## src/rtl/alu_arbiter_2req.sv

```systemverilog
// Two-requester arbiter/sequencer in front of a shared 32-bit ALU (add / eq).
// Define ALU_ARB_RR_EN for round-robin arbitration; default build is fixed priority (requester 0 wins).
module alu_arbiter_2req #(
   parameter int p_nbits = 32
) (
   input  logic               clk,
   input  logic               rst_n,
   input  logic               req0_val,
   output logic               req0_rdy,
   input  logic [p_nbits-1:0] req0_in0,
   input  logic [p_nbits-1:0] req0_in1,
   input  logic               req0_op,
   input  logic               req1_val,
   output logic               req1_rdy,
   input  logic [p_nbits-1:0] req1_in0,
   input  logic [p_nbits-1:0] req1_in1,
   input  logic               req1_op,
   output logic               resp0_val,
   input  logic               resp0_rdy,
   output logic [p_nbits-1:0] resp0_data,
   output logic               resp1_val,
   input  logic               resp1_rdy,
   output logic [p_nbits-1:0] resp1_data,
   output logic [p_nbits-1:0] alu_in0,
   output logic [p_nbits-1:0] alu_in1,
   output logic               alu_op,
   input  logic [p_nbits-1:0] alu_out,
   output logic               busy,
   output logic [1:0]         dbg_state
);

   localparam logic [1:0] S_IDLE = 2'd0;
   localparam logic [1:0] S_EXEC = 2'd1;
   localparam logic [1:0] S_RESP = 2'd2;

   // Handshakes: a transfer happens on a rising edge where val && rdy; rdy never
   // depends on anything but state, pointer and the val inputs, and val never waits on rdy.
   logic [1:0]         state;
   logic [p_nbits-1:0] opa_q;
   logic [p_nbits-1:0] opb_q;
   logic               op_q;
   logic               id_q;
   logic [p_nbits-1:0] result_q;
   logic               grant0;
   logic               grant1;
   logic               req_fire;
   logic               resp_fire;

`ifdef ALU_ARB_RR_EN
   logic               ptr_q;
`endif

   always_comb begin
      grant0 = 1'b0;
      grant1 = 1'b0;
      if (state == S_IDLE) begin
`ifdef ALU_ARB_RR_EN
         if (req0_val && req1_val) begin
            grant0 = ~ptr_q;
            grant1 = ptr_q;
         end else begin
            grant0 = req0_val;
            grant1 = req1_val;
         end
`else
         grant0 = req0_val;
         grant1 = req1_val & ~req0_val;
`endif
      end
   end

   assign req0_rdy  = grant0;
   assign req1_rdy  = grant1;
   assign req_fire  = grant0 | grant1;

   assign resp0_val = (state == S_RESP) && !id_q;
   assign resp1_val = (state == S_RESP) && id_q;
   assign resp_fire = (resp0_val && resp0_rdy) || (resp1_val && resp1_rdy);

   assign resp0_data = result_q;
   assign resp1_data = result_q;
   assign alu_in0    = opa_q;
   assign alu_in1    = opb_q;
   assign alu_op     = op_q;
   assign busy       = (state != S_IDLE);
   assign dbg_state  = state;

   always_ff @(posedge clk or negedge rst_n) begin
      if (!rst_n) begin
         state    <= S_IDLE;
         opa_q    <= '0;
         opb_q    <= '0;
         op_q     <= 1'b0;
         id_q     <= 1'b0;
         result_q <= '0;
`ifdef ALU_ARB_RR_EN
         ptr_q    <= 1'b0;
`endif
      end else begin
         case (state)
            S_IDLE: begin
               if (req_fire) begin
                  opa_q <= grant1 ? req1_in0 : req0_in0;
                  opb_q <= grant1 ? req1_in1 : req0_in1;
                  op_q  <= grant1 ? req1_op  : req0_op;
                  id_q  <= grant1;
                  state <= S_EXEC;
               end
            end
            S_EXEC: begin
               result_q <= alu_out;
               state    <= S_RESP;
            end
            S_RESP: begin
               if (resp_fire) begin
                  state <= S_IDLE;
`ifdef ALU_ARB_RR_EN
                  // favour whoever was not just served
                  ptr_q <= ~id_q;
`endif
               end
            end
            default: state <= S_IDLE;
         endcase
      end
   end

endmodule
```

## config.mk

```make
export PLATFORM = sky130hd
export DESIGN_NAME = alu_arbiter_2req
export DESIGN_NICKNAME = d
export VERILOG_FILES = /design/src/rtl/alu_arbiter_2req.sv
export SDC_FILE = /design/constraint.sdc
export NUM_CORES = 1
export LEC_CHECK = 0
export ABC_AREA = 0
export CORE_MARGIN = 8
export CORE_UTILIZATION = 39
export DETAILED_ROUTE_END_ITERATION = 10
export GPL_TIMING_DRIVEN = 0
export PLACE_DENSITY = 0.87
export SLEW_MARGIN = 10
export SYNTH_ARGS = -nofsm -noshare
export SYNTH_HDL_FRONTEND = slang
export SYNTH_SLANG_ARGS = --single-unit
```

## constraint.sdc

```tcl
create_clock -name clk -period 3 [get_ports clk]
set_clock_uncertainty 0.15 [all_clocks]
set_input_delay 0.6 -clock clk [delete_from_list [all_inputs] [get_ports clk]]
set_output_delay 0.6 -clock clk [all_outputs]
set_load 0.005 [all_outputs]
```

== Word level (Yosys, flattened, before mapping) ==
Cells that the tools add are included.

* Register bits after elaboration: 100
* Input port bits: 168
* Output and inout bits: 136
* Logic and storage cells: 31

* Eq/ne operators: 4
* Multiplexer cells: 8
* Bitwise gates (word level): 3
* Reductions and logical operators: 10

{| class="wikitable"
|+ Operator list
! cell !! count
|-
| 32-bit 2-to-1 mux || 2
|-
| 2-bit case mux with 3 select lines || 1
|-
| 1-bit logical AND || 4
|-
| 2-bit 2-to-1 mux || 2
|-
| 2-bit inequality test (second input constant) || 2
|-
| 2-bit AND reduction || 2
|-
| 1-bit 2-to-1 mux || 3
|-
| 2-bit by 1-bit == test with 1-bit output (second input constant) || 1
|-
| 2-bit == test (second input constant) || 1
|-
| 2-bit zero test || 1
|-
| 2-bit nonzero test || 1
|-
| 1-bit AND || 1
|-
| 1-bit zero test || 1
|-
| 1-bit logical OR || 1
|-
| 1-bit inverter || 1
|-
| 1-bit bitwise OR || 1
|}

== Longest topological paths before layout ==
* Word-level depth: 6
* Gate-level depth with buffers: 6
* Mapped depth without buffers: 3

== Least setup slack after synthesis ==
No wires, ideal clock.

* Path type: input -> output
* Start: input port req0_val
* End: output port req1_rdy
* Arrival: 1.509 ns
* Required time: 2.250 ns
* Slack: 0.741 ns
* Stages: 5
* Buffers on the path: 3
* Cell sequence: or4b_1 -> clkbuf_1 -> buf_6 -> buf_6 -> inv_1

* Cells in the longest elaborated chain, start to end: 3

{| class="wikitable"
|+ RTL lines
! element !! RTL line !! RTL
|-
| start: declaration || 8 || <nowiki>input logic req0_val,</nowiki>
|-
| 1-bit inverter || 67 || <nowiki>grant1 = req1_val & ~req0_val;</nowiki>
|-
| 1-bit AND || 67 ||
|-
| 1-bit 2-to-1 mux || 56 || <nowiki>if (state == S_IDLE) begin</nowiki>
|-
| end: declaration || 14 || <nowiki>output logic req1_rdy,</nowiki>
|}

Every way passes these cells.

== Final worst setup path ==
* Start: input port req1_val
* End: output port req1_rdy

* Cells in the longest elaborated chain, start to end: 2

{| class="wikitable"
|+ RTL lines
! element !! RTL line !! RTL
|-
| start: declaration || 13 || <nowiki>input logic req1_val,</nowiki>
|-
| 1-bit AND || 67 ||
|-
| 1-bit 2-to-1 mux || 56 ||
|}

Every way passes these cells.

==> report_table.html <==
<table>
<tr><th>Metric</th><th>Value</th></tr>
<tr><th colspan="2">Setup path</th></tr>
<tr><td>Crit start category</td><td>input pin</td></tr>
<tr><td>Family with the most delay on the worst path</td><td>buffers and inverters</td></tr>
<tr><td>Number of stages on the worst setup path</td><td>4</td></tr>
<tr><td>Critical path destination</td><td>req1_rdy</td></tr>
<tr><td>WP data required</td><td>2.25 ns</td></tr>
<tr><td>Element type at the critical path end</td><td>output pin</td></tr>
<tr><td>Highest fanout seen on the critical path</td><td>3</td></tr>
<tr><td>Critical Path Start</td><td>req1_val</td></tr>
<tr><td>Data arrival time at the worst-slack endpoint</td><td>2.16 ns</td></tr>
<tr><td>Worst reg2reg path depth</td><td>7</td></tr>
<tr><td>CP Buf/Inv Count</td><td>3</td></tr>
<tr><td>Reg2reg setup slack</td><td>between 0.4 and 0.5 ns</td></tr>
<tr><td>Crit Reg-Reg Endpoint</td><td>alu_in0[19]</td></tr>
<tr><td>Largest stage delay, worst path</td><td>roughly 0.50 ns</td></tr>
<tr><td>Beginning of the worst register-to-register path</td><td>dbg_state[0]</td></tr>
<tr><td>Cell at the slowest stage of the critical path</td><td>sky130_fd_sc_hd__clkdlybuf4s50_1</td></tr>
<tr><td>Ordered cell list for the critical path</td><td>clkdlybuf4s50_1, or4b_4, inv_1, clkdlybuf4s50_1</td></tr>
<tr><td>Most common cell type on the critical path</td><td>sky130_fd_sc_hd__clkdlybuf4s50_1</td></tr>
<tr><td>Worst setup path class</td><td>in2out</td></tr>
<tr><th colspan="2">Final layout</th></tr>
<tr><td>Post-route insts no fill</td><td>about 800</td></tr>
<tr><td>Antenna Diode Count</td><td>0</td></tr>
<tr><td>Util after Layout</td><td>between 60% and 70%</td></tr>
<tr><td>Share of cells above drive strength 1</td><td>approximately 24%</td></tr>
<tr><td>Final-stage net count</td><td>818</td></tr>
<tr><td>Area Growth Syn to Fin</td><td>76.5%</td></tr>
<tr><td>Layout filler cell count</td><td>849</td></tr>
<tr><th colspan="2">Drt</th></tr>
<tr><td>DRC violations left</td><td>0</td></tr>
<tr><td>Number of design-rule violations left by the first detailed-router iteration</td><td>roughly 170</td></tr>
<tr><td>Post-detailed-route via-to-cell ratio</td><td>4.97</td></tr>
<tr><td>WL per Instance</td><td>around 21 µm</td></tr>
<tr><td>Detail Route Antenna Nets</td><td>0</td></tr>
<tr><td>Wirelength, routed</td><td>16.9 mm</td></tr>
<tr><td>Initial DRT Pass Iterations</td><td>4</td></tr>
<tr><td>Via count</td><td>3988</td></tr>
<tr><th colspan="2">Die</th></tr>
<tr><td>Effective utilization at floorplan</td><td>39.6%</td></tr>
<tr><td>Full die area</td><td>around 16000 µm²</td></tr>
<tr><td>Die height</td><td>126 µm</td></tr>
<tr><td>IO Pins</td><td>between 300 and 400</td></tr>
<tr><td>Standard cell core area</td><td>11900 µm²</td></tr>
<tr><td>Die Wd</td><td>126 µm</td></tr>
<tr><td>Number of cell rows</td><td>40</td></tr>
<tr><th colspan="2">Synthesis</th></tr>
<tr><td>Unique cell type count in the Yosys netlist</td><td>17</td></tr>
<tr><td>Post-Synthesis Cell Area</td><td>4700 µm²</td></tr>
<tr><td>Number of register bits inferred by synthesis</td><td>100</td></tr>
<tr><td>Syn Nets</td><td>503</td></tr>
<tr><td>Average size of a mapped cell</td><td>between 10 and 15 µm²</td></tr>
<tr><td>Warnings, synthesis</td><td>0</td></tr>
<tr><td>Gate count of the mapped netlist</td><td>between 300 and 400</td></tr>
<tr><td>Sequential element share of the synthesized area</td><td>53.3%</td></tr>
<tr><th colspan="2">Pwr</th></tr>
<tr><td>Combinational cell fraction of total power</td><td>53.0%</td></tr>
<tr><td>IR Drop Worst-Case VDD</td><td>about 0.47 mV</td></tr>
<tr><td>Portion of total power attributed to the clock network</td><td>approximately 16%</td></tr>
<tr><td>Total power per unit cell area</td><td>about 990 nW/µm²</td></tr>
<tr><td>Net switching power figure</td><td>~2.3 mW</td></tr>
<tr><td>Power Internal</td><td>roughly 6 mW</td></tr>
<tr><td>Share of power burned in registers</td><td>between 30% and 40%</td></tr>
<tr><td>Sw Share</td><td>between 20% and 30%</td></tr>
<tr><td>Leakage power total</td><td>between 3 and 4 nW</td></tr>
<tr><th colspan="2">Clock tree</th></tr>
<tr><td>Hold buffers post-CTS</td><td>0</td></tr>
<tr><td>H-tree level count</td><td>3</td></tr>
<tr><td>Number of buffers on the longest clock path</td><td>2</td></tr>
<tr><td># clock sinks</td><td>100</td></tr>
<tr><td>CTS clock-pin slew for the worst setup and hold paths</td><td>0.07 ns</td></tr>
<tr><td>CTS tree</td><td>built</td></tr>
<tr><td>Later-pin clock latency in the skew report</td><td>around 0.33 ns</td></tr>
<tr><td>Buffer type at the clock tree root</td><td>sky130_fd_sc_hd__clkbuf_16</td></tr>
<tr><td>Total CTS buffers</td><td>9</td></tr>
<tr><th colspan="2">Hold path</th></tr>
<tr><td>Hold Crit Class</td><td>in2async</td></tr>
<tr><th colspan="2">Timing</th></tr>
<tr><td>Final period util</td><td>between 90 and 100%</td></tr>
<tr><td>Number of failing hold endpoints at the final stage</td><td>0</td></tr>
<tr><td>Shortest period the worst path allows</td><td>2.91 ns</td></tr>
<tr><td>Worst-Margin Slew</td><td>~0.65 ns</td></tr>
<tr><td>Total of endpoints with negative setup slack in the final report</td><td>0</td></tr>
<tr><td>Normalized max-slew margin</td><td>a little under three fifths</td></tr>
<tr><td>Worst hold margin</td><td>between 0.1 and 0.15 ns</td></tr>
<tr><td>Setup repair after global routing missed its margin</td><td>false</td></tr>
<tr><td>Max Freq</td><td>about 0.34 GHz</td></tr>
<tr><td>Least setup slack across all paths after layout</td><td>between 0.08 and 0.09 ns</td></tr>
<tr><td>Setup_tns</td><td>0 ns</td></tr>
<tr><td>Max-slew violations</td><td>0</td></tr>
<tr><th colspan="2">Placed design</th></tr>
<tr><td>Worst setup slack before clock tree synthesis</td><td>-0.371 ns</td></tr>
<tr><td>Routability congestion estimate</td><td>approximately 0.78</td></tr>
<tr><td>Placed cell count</td><td>786</td></tr>
<tr><td>Detailed Place HPWL</td><td>roughly 14 mm</td></tr>
<tr><td>Count of port buffers added during placement</td><td>303</td></tr>
<tr><th colspan="2">Run</th></tr>
<tr><td>Max Cap Viol</td><td>0</td></tr>
<tr><th colspan="2">GRT</th></tr>
<tr><td>GRT Overall Usage</td><td>between 20 and 25%</td></tr>
<tr><td>Remaining global-route overflow</td><td>0</td></tr>
<tr><td>Pin count of the biggest net entering global routing</td><td>53</td></tr>
<tr><td>Wire length of the first global-routing pass</td><td>about 26 mm</td></tr>
<tr><td>Number of antenna violations at the first check in global routing</td><td>0</td></tr>
<tr><td>Via count of the first global-routing pass</td><td>roughly 4600</td></tr>
<tr><th colspan="2">Status</th></tr>
<tr><td>Status</td><td>complete, no violations</td></tr>
</table>
-- per-stage QoR --
step	cell area [µm²]	power, mW
2_1_floorplan	4700	4.31
3_3_place_gp	7910	6.81
3_5_place_dp	7940	6.98
4_1_cts	8290	8.34
5_1_grt	8290	8.69
6_report	8290	8.23
-- registers in the layout (all words and copies together), names as in the netlist --
signal      count
resp0_data     32
alu_op          1
id_q            1
alu_in0        32
dbg_state       2
alu_in1        32
-- per-layer routing --
metal	vias to the layer above	wire, µm	GRT usage (%)	share of wire, %
met5	-	0	0	0
met4	0	236	5.73	1.4
met3	17	1350	6.96	8.0
met2	204	8830	38.1	52
met1	1938	6470	22.0	38
li1	1829	-	-	-
-- cell families (layout without fill, tap and decap cells) --
family / after synthesis / after routing / synth area share (%)
flops: 100 / 100 / 53.3
mux: 98 / 98 / 25.0
buf+inv: 61 / 381 / 8.21
compound gates: 68 / 68 / 12.5
simple gates: 8 / 8 / 0.986
-- how the worst min path moves through the flow --
| stage | startpoint | end | slack (ns) | cells past startpoint |
|---|---|---|---|---|
| 2_1_floorplan | rst_n | alu_in0[0] | 0.15 | 0 |
| 3_3_place_gp | alu_in0[31] | alu_in0[31] | 0.34 | 1 |
| 3_5_place_dp | alu_in1[3] | alu_in1[3] | 0.34 | 1 |
| 4_1_cts | rst_n | alu_in0[31] | 0.15 | 1 |
| 5_1_grt | rst_n | alu_in0[31] | 0.18 | 1 |
| 6_report | rst_n | alu_in0[22] | 0.13 | 1 |
-- final cells by class --
class                           instances  area [µm²]  area share, %
Inverter                                3        11.3          0.136
Clock buffer                           10         239           2.88
Tap cell                              147         184           2.22
Sequential cell                       100        2500           30.2
Timing Repair Buffer                  307        3080           37.2
Buffer                                 55         348           4.20
Multi-Input combinational cell        174        1810           21.9
Clock inverter                          6         111           1.34
-- power groups by stage --
stage | clock (mW) | combinational [mW] | sequential [mW]
after floorplan | 0 | 1.79 | 2.51
after global placement | 0 | 4.32 | 2.49
after detailed placement | 0 | 4.42 | 2.55
after CTS | 1.37 | 4.44 | 2.54
after global routing | 1.42 | 4.64 | 2.63
final | 1.34 | 4.36 | 2.53
-- cells in the mapped netlist --
cell type                    n  area share, %
sky130_fd_sc_hd__o21a_1      1           0.16
sky130_fd_sc_hd__buf_4      32            5.1
sky130_fd_sc_hd__dfrtp_1   100             53
sky130_fd_sc_hd__nand2b_1    2           0.27
sky130_fd_sc_hd__or4b_1      1           0.21
sky130_fd_sc_hd__a22o_1     65             12
sky130_fd_sc_hd__nor2b_1     1           0.13
sky130_fd_sc_hd__o21ai_0     2           0.21
sky130_fd_sc_hd__and2_1      1           0.13
sky130_fd_sc_hd__nor2_1      3           0.24
sky130_fd_sc_hd__mux2_2     79             19
sky130_fd_sc_hd__mux2_4     19            6.1
sky130_fd_sc_hd__buf_1       2           0.16
sky130_fd_sc_hd__clkbuf_1   15            1.2
sky130_fd_sc_hd__inv_1       3           0.24
sky130_fd_sc_hd__buf_2       5           0.53
sky130_fd_sc_hd__buf_6       4           0.96
-- repair_timing --
item                       CTS  global route
setup endpoints to repair    1             0
buffers inserted             3             0
resized for setup            1             0
-- cells in the final DEF, fill, tap and decap left out --
cell type / count
sky130_fd_sc_hd__bufinv_16: 3
sky130_fd_sc_hd__buf_6: 2
sky130_fd_sc_hd__buf_2: 5
sky130_fd_sc_hd__clkbuf_1: 14
sky130_fd_sc_hd__nor2b_1: 1
sky130_fd_sc_hd__clkinv_4: 1
sky130_fd_sc_hd__clkbuf_16: 9
sky130_fd_sc_hd__buf_4: 36
sky130_fd_sc_hd__and2_1: 1
sky130_fd_sc_hd__mux2_2: 79
sky130_fd_sc_hd__nand2b_1: 2
sky130_fd_sc_hd__a22o_1: 65
sky130_fd_sc_hd__nor2_1: 3
sky130_fd_sc_hd__inv_1: 3
sky130_fd_sc_hd__or4b_4: 1
sky130_fd_sc_hd__dfrtp_1: 100
sky130_fd_sc_hd__clkinvlp_4: 1
sky130_fd_sc_hd__o21a_1: 1
sky130_fd_sc_hd__buf_16: 1
sky130_fd_sc_hd__mux2_4: 19
sky130_fd_sc_hd__o21ai_0: 2
sky130_fd_sc_hd__buf_1: 2
sky130_fd_sc_hd__clkbuf_8: 1
sky130_fd_sc_hd__clkdlybuf4s50_1: 302
sky130_fd_sc_hd__clkinv_2: 1
No activity file was read; power rests on OpenSTA's default activity.
